### src/rtl/filt_ctrl_pkg.sv
// Shared types and constants for the FIR sequencing controller and the filter instances it drives.
package filt_ctrl_pkg;

  typedef enum logic [2:0] {
    ST_PRIME,
    ST_WAIT,
    ST_SEQ,
    ST_FLUSH,
    ST_DONE
  } seq_state_t;

  localparam int DEF_NUM_TAPS    = 1021;
  localparam int DEF_PRIME_SMPLS = 1021;
  localparam int DEF_PIPE_LAT    = 2;

  // Accumulator bits taken by the filter outputs on out_en.
  localparam int ACC_OUT_MSB = 30;
  localparam int ACC_OUT_LSB = 15;

  function automatic int cnt_width(input int n);
    return (n > 1) ? $clog2(n) : 1;
  endfunction

endpackage

### src/rtl/filt_seq_ctrl_tap_addr_cnt.sv
// Tap address counter: synchronous clear, count enable, wraps to 0 after the terminal tap.
module tap_addr_cnt
  import filt_ctrl_pkg::*;
#(
  parameter int NUM_TAPS = DEF_NUM_TAPS
) (
  input  logic                        clk,
  input  logic                        rst,
  input  logic                        clr,
  input  logic                        en,
  output logic [$clog2(NUM_TAPS)-1:0] addr,
  output logic                        tc
);

  localparam int AW = $clog2(NUM_TAPS);
  localparam logic [AW-1:0] LAST = AW'(NUM_TAPS - 1);

  assign tc = (addr == LAST);

  always_ff @(posedge clk) begin
    if (rst || clr) begin
      addr <= '0;
    end else if (en) begin
      addr <= tc ? '0 : addr + 1'b1;
    end
  end

endmodule

### src/rtl/filt_seq_ctrl.sv
// Per-sample sequencer for the shared FIR MAC datapath (priming, tap burst, pipeline drain, capture).
// Optional macro OVR_CNT_EN adds a saturating overrun event counter output ovr_cnt.
module filt_seq_ctrl
  import filt_ctrl_pkg::*;
#(
  parameter int NUM_TAPS    = DEF_NUM_TAPS,
  parameter int PRIME_SMPLS = DEF_PRIME_SMPLS,
  parameter int PIPE_LAT    = DEF_PIPE_LAT
) (
  input  logic                        clk,
  input  logic                        rst,
  input  logic                        smpl_valid,
  input  logic                        flush,
  output logic                        sequencing,
  output logic [$clog2(NUM_TAPS)-1:0] addr,
  output logic                        acc_clr,
  output logic                        out_en,
  output logic                        busy,
  output logic                        overrun
`ifdef OVR_CNT_EN
  , output logic [7:0]                ovr_cnt
`endif
);

  localparam int PW = $clog2(PRIME_SMPLS + 1);
  localparam int LW = cnt_width(PIPE_LAT);
  localparam logic [PW-1:0] PRIME_LAST = PW'(PRIME_SMPLS - 1);
  localparam logic [LW-1:0] LAT_LAST   = LW'((PIPE_LAT > 0) ? PIPE_LAT - 1 : 0);

  seq_state_t    state, state_nxt;
  logic [PW-1:0] prime_cnt, prime_nxt;
  logic [LW-1:0] lat_cnt;
  logic          pending, pending_nxt;
  logic          ovr_hit;
  logic          tc;

  tap_addr_cnt #(
    .NUM_TAPS(NUM_TAPS)
  ) u_addr (
    .clk (clk),
    .rst (rst),
    .clr (flush),
    .en  (state == ST_SEQ),
    .addr(addr),
    .tc  (tc)
  );

  always_ff @(posedge clk) begin
    if (rst) begin
      state     <= ST_PRIME;
      prime_cnt <= '0;
      pending   <= 1'b0;
      lat_cnt   <= '0;
      overrun   <= 1'b0;
    end else begin
      state     <= state_nxt;
      prime_cnt <= prime_nxt;
      pending   <= pending_nxt;
      lat_cnt   <= (state == ST_FLUSH) ? lat_cnt + 1'b1 : '0;
      if (ovr_hit) overrun <= 1'b1;
    end
  end

`ifdef OVR_CNT_EN
  always_ff @(posedge clk) begin
    if (rst) begin
      ovr_cnt <= '0;
    end else if (ovr_hit && (ovr_cnt != 8'hFF)) begin
      ovr_cnt <= ovr_cnt + 8'd1;
    end
  end
`else
  // Only the sticky overrun flag is kept in this build.
`endif

  always_comb begin
    state_nxt   = state;
    prime_nxt   = prime_cnt;
    pending_nxt = pending;
    ovr_hit     = 1'b0;
    if (flush) begin
      state_nxt   = ST_PRIME;
      prime_nxt   = '0;
      pending_nxt = 1'b0;
    end else begin
      case (state)
        ST_PRIME: begin
          if (smpl_valid) begin
            prime_nxt = prime_cnt + 1'b1;
            if (prime_cnt == PRIME_LAST) state_nxt = ST_SEQ;
          end
        end
        ST_WAIT: begin
          if (smpl_valid) state_nxt = ST_SEQ;
        end
        ST_SEQ, ST_FLUSH: begin
          if (state == ST_SEQ) begin
            if (tc) state_nxt = (PIPE_LAT == 0) ? ST_DONE : ST_FLUSH;
          end else if (lat_cnt == LAT_LAST) begin
            state_nxt = ST_DONE;
          end
          if (smpl_valid) begin
            if (pending) ovr_hit = 1'b1;
            else         pending_nxt = 1'b1;
          end
        end
        ST_DONE: begin
          state_nxt   = (pending || smpl_valid) ? ST_SEQ : ST_WAIT;
          // A pending pass starts now, so a new sample here takes its freed slot.
          pending_nxt = pending && smpl_valid;
        end
        default: state_nxt = ST_PRIME;
      endcase
    end
  end

  always_comb begin
    sequencing = (state == ST_SEQ);
    acc_clr    = (state == ST_SEQ) && (addr == '0);
    out_en     = (state == ST_DONE) && !flush;
    busy       = (state == ST_SEQ) || (state == ST_FLUSH) || (state == ST_DONE);
  end

endmodule

### config.mk
export PLATFORM = sky130hd
export DESIGN_NAME = filt_seq_ctrl
export DESIGN_NICKNAME = d
export VERILOG_FILES = /design/src/rtl/filt_ctrl_pkg.sv /design/src/rtl/filt_seq_ctrl_tap_addr_cnt.sv /design/src/rtl/filt_seq_ctrl.sv
export SDC_FILE = /design/constraint.sdc
export NUM_CORES = 1
export LEC_CHECK = 0
export CAP_MARGIN = 30
export CORE_MARGIN = 1
export CORE_UTILIZATION = 30
export CTS_CLUSTER_DIAMETER = 200
export DETAILED_ROUTE_END_ITERATION = 12
export GPL_TIMING_DRIVEN = 0
export MAX_ROUTING_LAYER = met4
export RECOVER_POWER = 25
export SETUP_SLACK_MARGIN = 0.02
export SLEW_MARGIN = 20
export SYNTH_ARGS = -nofsm -noshare
export SYNTH_HDL_FRONTEND = slang
export SYNTH_SLANG_ARGS = --single-unit
### constraint.sdc
create_clock -name clk -period 1.7 [get_ports clk]
set_clock_uncertainty 0.1 [all_clocks]
set_input_delay 0.17 -clock clk [delete_from_list [all_inputs] [get_ports clk]]
set_output_delay 0.17 -clock clk [all_outputs]
set_load 0.03 [all_outputs]
==> run_results.csv, run 1 <==
group,metric,value,unit
timing,finalSetupViolations,1,
synth,mappedNetlistNets,164,
clock_tree,ctsRootBufferMaster,"clkbuf_8",
worst_setup_path,critPathTopFamily,"simple AND/OR/NAND/NOR gates",
worst_setup_path,r2r_cells,6,
cells_and_area,fin_nets,197,
routing,firstDrtPassIters,4,
cells_and_area,instances_no_fill,238,
synth,synthCells,156,
status,status,"finished with violations",
worst_setup_path,regToRegSetupSlack,0.01,ns
die,rows,23,
routing,wl_met3,97,um
power,irDropWorstVdd,0.000557,V
worst_setup_path,arrival,1.45,ns
routing,drtAntennaViolNets,0,
flow_run,cap_violations,0,
power,clockPowerShare,0.380,
die,fp.dieH,68.4,um
routing,routed-wl-met2,1300,um
worst_setup_path,path_cells,"or3b_4 > clkinv_4 > and4_4 > buf_6",
power,power_frac_seq,0.576,
timing,rsz0062_at_grt,"yes",
routing,highest_layer,"met3",
die,start_util,0.322,
cells_and_area,area_delta_synth_final,36.3,%
routing,viasPerCell,4.83,
worst_setup_path,crit_path_max_incr_delay,0.41,ns
synth,synth_seq_cells,26,
power,switching_share,0.212,
clock_tree,cts.sinks,26,
status,violations,"negative setup slack",
place,dp_hpwl,1920,um
die,die_w,68.4,um
synth,synthTopCellsByCount,"26 x dfxtp_1, 20 x nor2_1, 13 x nand2_1",
synth,ys_warn_count,0,
synth,synthTopCellsByArea,"dfxtp_1 39%, nor2_1 5.7%, xor2_1 4.6%, a21oi_1 4.2%, xnor2_1 4.0%",
synth,yosysTopAreaCellShare,0.393,
worst_setup_path,start_kind,"register",
cells_and_area,antenna_cells,0,
synth,yosysUniqueCellTypes,38,
power,power_density,587,mW/mm2
grt,grt_start_max_net_pins,15,
timing,fin_ws,-0.0214,ns
clock_tree,path_clk_slew,0.09,ns
worst_setup_path,setup.worst_path.class,"reg -> out",
routing,finalWirelength,2910,um
grt,antenna_found_initial,0,
synth,synth_edf_count,0,
timing,timing.final.crit_share,1.01,
power,p_comb_frac,0.044,
synth,yosys.area.top_type,"dfxtp_1",
timing,fmax,581,MHz
die,boundaryPins,19,
clock_tree,htreeDepth,1,
synth,synth.avg_cell_area,8.49,um2
timing,finalHoldViolCount,0,
power,leakagePower,0.762,nW
hold_path,holdCritPathClass,"reg -> reg",
timing,finalSetupTns,-0.0214,ns
timing,slew-limit-headroom,0.682,
synth,synth_most_common_cell,"dfxtp_1",
clock_tree,cts_tree,"done",
power,p_int,0.835,mW
grt,grt-ovfl-total,0,
worst_setup_path,cp_max_fo,8,
place,placedCellCount,224,
clock_tree,cts-buffers-inserted,3,
worst_setup_path,crit_path_end_kind,"output port",
clock_tree,clk_latency,0.27,ns
worst_setup_path,cp_num_cells,4,
die,coreArea,0.00412,mm2
grt,grt_pass1_wl,4810,um
routing,drc,0,
synth,ys_async_sr_fraction,0,
timing,period_minus_slack,1.72,ns
worst_setup_path,critPathRequiredTime,1.43,ns
grt,grt_util_all_layers,0.141,
routing,drt_iter0_drc,41,
synth,ys_seq_area_frac,0.393,
routing,wl_per_cell,12.2,um
cells_and_area,drive_above_1_share,0.255,
worst_setup_path,cp.buffers_inverters,2,
place,numPortBuffers,18,
synth,synth_ff_type,"dfxtp_1",
worst_setup_path,cp_slowest_cell,"or3b_4",
routing,via_count,1150,
timing,worst_slew_pin_slew,0.475,ns
synth,netlist_area,0.00132,mm2
die,die_area,0.00468,mm2
timing,slew_viol_final,0,
routing,drt-met1-wl,1510,um
hold_path,hold_depth,2,
grt,grt_pass1_vias,1041,
power,p_sw,0.224,mW
clock_tree,clockBufferDepth,2,
place,gp_congestion,0.790,
[power by group through the flow]
stage | logic (mW) | clock network, mW | registers (mW)
6_report | 0.0463 | 0.403 | 0.610
5_1_grt | 0.0507 | 0.450 | 0.611
4_1_cts | 0.0457 | 0.415 | 0.612
3_5_place_dp | 0.0411 | 0 | 0.626
3_3_place_gp | 0.0412 | 0 | 0.626
2_1_floorplan | 0.0233 | 0 | 0.626
[cell families after synthesis]
kind of cell	share of synthesized area
simple gates	0.322
xor+xnor	0.0860
compound gates	0.106
flops	0.393
buf+inv	0.0548
fa+ha+maj	0.0378
[sequential cells by signal, indices dropped and copies added, names as in the netlist]
signal	cells
lat_cnt	1
overrun	1
pending	1
prime_cnt	10
state	3
u_addr.addr	10
[worst paths after layout]
check                                 to                 startpoint
min reg2reg    prime_cnt[7]$_SDFFE_PP0P_  prime_cnt[7]$_SDFFE_PP0P_
max reg2reg  u_addr.addr[9]$_SDFFE_PP0P_      state[2]$_SDFFE_PP0P_
max                              acc_clr      state[2]$_SDFFE_PP0P_
min            prime_cnt[7]$_SDFFE_PP0P_  prime_cnt[7]$_SDFFE_PP0P_
[what timing repair did]
action | in CTS | in global routing
setup buffers | 11 | 3
setup endpoints to repair | 19 | 30
hold buffers | 0 | 0
pin swaps | 14 | 4
endpoints found under the hold margin | 0 | 0
resized for setup | 40 | 24
cloned | 0 | 0
[through the flow]
stage	hold WS (ns)	setup WS, ns	power [mW]	utilization	area, um2
global route	0.397	-0.0671	1.11	0.438	1800
CTS	0.376	-0.170	1.07	0.428	1760
floorplan	0.142	-0.0333	0.649	-	1340
global placement	0.364	-0.577	0.667	0.384	1580
detailed placement	0.365	-0.568	0.667	0.384	1580
finish	0.364	-0.0214	1.06	0.438	1800
[worst register-to-register path, stage by stage (launching register included)]
cell and delay [ns]:
dfxtp_4 0.38, or3b_4 0.41, buf_4 0.15, buf_6 0.13, nor4_4 0.22, xnor2_1 0.15
nor2_1 0.05
[layer usage]
metal / track usage / up-vias
met5: - / -
met4: 0.0234 / 0
met2: 0.214 / 14
met1: 0.186 / 532
met3: 0.0400 / 0
li1: - / 604
[cell usage in the layout (no fill, tap or decap), types with 4 or more instances in the layout]
| master | count |
|---|---|
| dfxtp_1 | 23 |
| nor2_1 | 17 |
| buf_4 | 13 |
| nand2_1 | 12 |
| a21oi_1 | 8 |
| inv_1 | 7 |
| nand3_1 | 7 |
| xor2_1 | 7 |
| xnor2_1 | 6 |
| dlymetal6s2s_1 | 6 |
| buf_6 | 5 |
| nand4_1 | 5 |
| ha_1 | 4 |
| clkbuf_8 | 4 |
| clkdlybuf4s50_1 | 4 |
[area by class of cell]
type	instances	area, um2
Fill cell	419	2310
Clock buffer	4	55.1
Buffer	3	18.8
Timing Repair Buffer	32	299
Tap cell	50	62.6
Inverter	8	35.0
Multi-Input combinational cell	115	807
Sequential cell	26	527
No activity file was read; power rests on OpenSTA's default activity.
==> run 2, diff against run 1 <==
--- a/config.mk
+++ b/config.mk
@@ -14,6 +14,7 @@
 export MAX_ROUTING_LAYER = met4
 export RECOVER_POWER = 25
 export SETUP_SLACK_MARGIN = 0.02
+export SKIP_CTS_REPAIR_TIMING = 1
 export SLEW_MARGIN = 20
 export SYNTH_ARGS = -nofsm -noshare
 export SYNTH_HDL_FRONTEND = slang
==> run 2 against run 1 <==
Effect of this change:
- the flow still finishes with violations (negative setup slack)
- register-to-register slack lost 0.16 ns
- combinational power grew 6.3%
- power grew 0.71%
- via count rose by 3.7%
- sequential power hardly changed
- utilization grew 2.3 points
- worst hold slack hardly changed
- die area is the same
- cell area increased by 5.2%
- sequential cell count unchanged
- maximum frequency fell by 7.5%
- clock power is essentially flat
- critical path type unchanged
==> run_results.csv, run 2 (synthesized netlist as in run 1, its figures left out) <==
group,metric,value,unit
status,status,"finished with violations",
status,violations,"negative setup slack",
cells_and_area,fin_util,0.461,
clock_tree,cts_tree,"done",
grt,grt_util_all_layers,0.132,
cells_and_area,fin_nets,202,
die,coreArea,0.00412,mm2
grt,grt_start_max_net_pins,15,
routing,viasPerCell,4.91,
grt,grt_pass1_vias,975,
timing,fmax,537,MHz
timing,worst_slew_pin_slew,0.511,ns
die,boundaryPins,19,
grt,grt_pass1_wl,4490,um
die,fp.dieH,68.4,um
power,irDropWorstVdd,0.000559,V
timing,fin_ws,-0.161,ns
power,power_density,562,mW/mm2
hold_path,holdCritPathClass,"reg -> reg",
clock_tree,ctsRootBufferMaster,"clkbuf_8",
place,numPortBuffers,18,
timing,slew_viol_final,0,
timing,finalHoldViolCount,0,
cells_and_area,reg_top3,"prime_cnt x10, u_addr.addr x10, state x3",
clock_tree,clk_latency,0.27,ns
power,leakagePower,0.836,nW
routing,finalWirelength,3140,um
routing,firstDrtPassIters,4,
cells_and_area,instances_no_fill,243,
cells_and_area,fillCellCount,408,
timing,timing.final.crit_share,1.09,
cells_and_area,drive_above_1_share,0.275,
cells_and_area,final_cell_mix,"23 x dfxtp_1, 18 x nor2_1, 12 x nand2_1, 12 x buf_4, 11 x buf_6",
grt,antenna_found_initial,0,
cells_and_area,area_delta_synth_final,43.4,%
grt,grt-ovfl-total,0,
routing,wl_per_cell,12.9,um
die,start_util,0.322,
clock_tree,path_clk_slew,0.09,ns
worst_setup_path,arrival,1.59,ns
place,gp_congestion,0.790,
routing,via_count,1193,
timing,holdWs,0.364,ns
worst_setup_path,crit_path_end_kind,"output port",
worst_setup_path,setup.worst_path.class,"reg -> out",
place,dp_hpwl,1920,um
die,die_area,0.00468,mm2
worst_setup_path,crit_path_max_incr_delay,0.37,ns
cells_and_area,antenna_cells,0,
power,p_total,1.07,mW
die,rows,23,
worst_setup_path,critPathRequiredTime,1.43,ns
worst_setup_path,cp_slowest_cell,"or3b_4",
die,die_w,68.4,um
timing,rsz0062_at_grt,"yes",
worst_setup_path,path_cells,"buf_6 > or3b_4 > buf_6 > clkinv_4 > and4_4 > buf_6",
clock_tree,cts.sinks,26,
worst_setup_path,cp_max_fo,5,
routing,drt_iter0_drc,48,
flow_run,cap_violations,0,
clock_tree,htreeDepth,1,
routing,drtAntennaViolNets,0,
worst_setup_path,cpMostUsedCell,"buf_6",
timing,period_minus_slack,1.86,ns
worst_setup_path,start_kind,"register",
cells_and_area,final_common_cell,"dfxtp_1",
place,place_ws,-0.568,ns
clock_tree,cts-buffers-inserted,3,
routing,drc,0,
place,placedCellCount,224,
timing,finalSetupViolations,16,
clock_tree,clockBufferDepth,2,
timing,slew-limit-headroom,0.659,
## run 2: cell count changes in the layout (fill, tap and decap cells not counted), sizes merged
cell          delta
dlygate4sd2      -3
dlymetal6s2s     +3
buf              +5
## run 2: path summary, 6_finish.rpt
kind | startpoint | end | slack, ns | cells after the start
min reg2reg | prime_cnt[7]$_SDFFE_PP0P_ | prime_cnt[7]$_SDFFE_PP0P_ | 0.36 | 2
max reg2reg | state[1]$_SDFFE_PP0P_ | prime_cnt[6]$_SDFFE_PP0P_ | -0.15 | 7
min | prime_cnt[7]$_SDFFE_PP0P_ | prime_cnt[7]$_SDFFE_PP0P_ | 0.36 | 2
max | state[1]$_SDFFE_PP0P_ | acc_clr | -0.16 | 6
## run 2: metal layers
layer  vias up  wire (um)  global-route usage
li1        617          -                   -
met2        24       1460               0.192
met4         0         21              0.0234
met5         -          0                   -
met1       550       1530               0.179
met3         2        122              0.0400
## run 2: cell type report
class | count | area [um2] | area share
Clock buffer | 4 | 55.1 | 0.0290
Tap cell | 50 | 62.6 | 0.0330
Sequential cell | 26 | 524 | 0.276
Multi-Input combinational cell | 115 | 832 | 0.438
Timing Repair Buffer | 35 | 348 | 0.183
Inverter | 8 | 35.0 | 0.0185
Buffer | 5 | 41.3 | 0.0218
## run 2: stage by stage
stage	instance area, um2	TNS (ns)
global placement	1580	-4.83
floorplan	1340	-0.0333
CTS	1630	-3.61
finish	1900	-1.04
detailed placement	1580	-4.77
global route	1900	-2.47
## run 2: power breakdown
group | leakage, nW | switching, mW | internal, mW
clock | 0.0288 | 0.199 | 0.207
sequential | 0.211 | 0.00168 | 0.610
combinational | 0.596 | 0.0289 | 0.0204
total | 0.836 | 0.229 | 0.838
## run 2: worst max-delay path, delay by kind of cell (launching register included)
family	cells	cell delay [ns]
buffers and inverters	4	0.40
AND/OR/NAND/NOR	2	0.57
flip-flops	1	0.33
==> run 3, diff against run 2 <==
--- a/config.mk
+++ b/config.mk
@@ -6,7 +6,6 @@
 export NUM_CORES = 1
 export LEC_CHECK = 0
 export CAP_MARGIN = 30
-export CORE_MARGIN = 1
 export CORE_UTILIZATION = 30
 export CTS_CLUSTER_DIAMETER = 200
 export DETAILED_ROUTE_END_ITERATION = 12
==> results of run 3 <==
Final layout, timing and power as in run 2 (identical DEF).
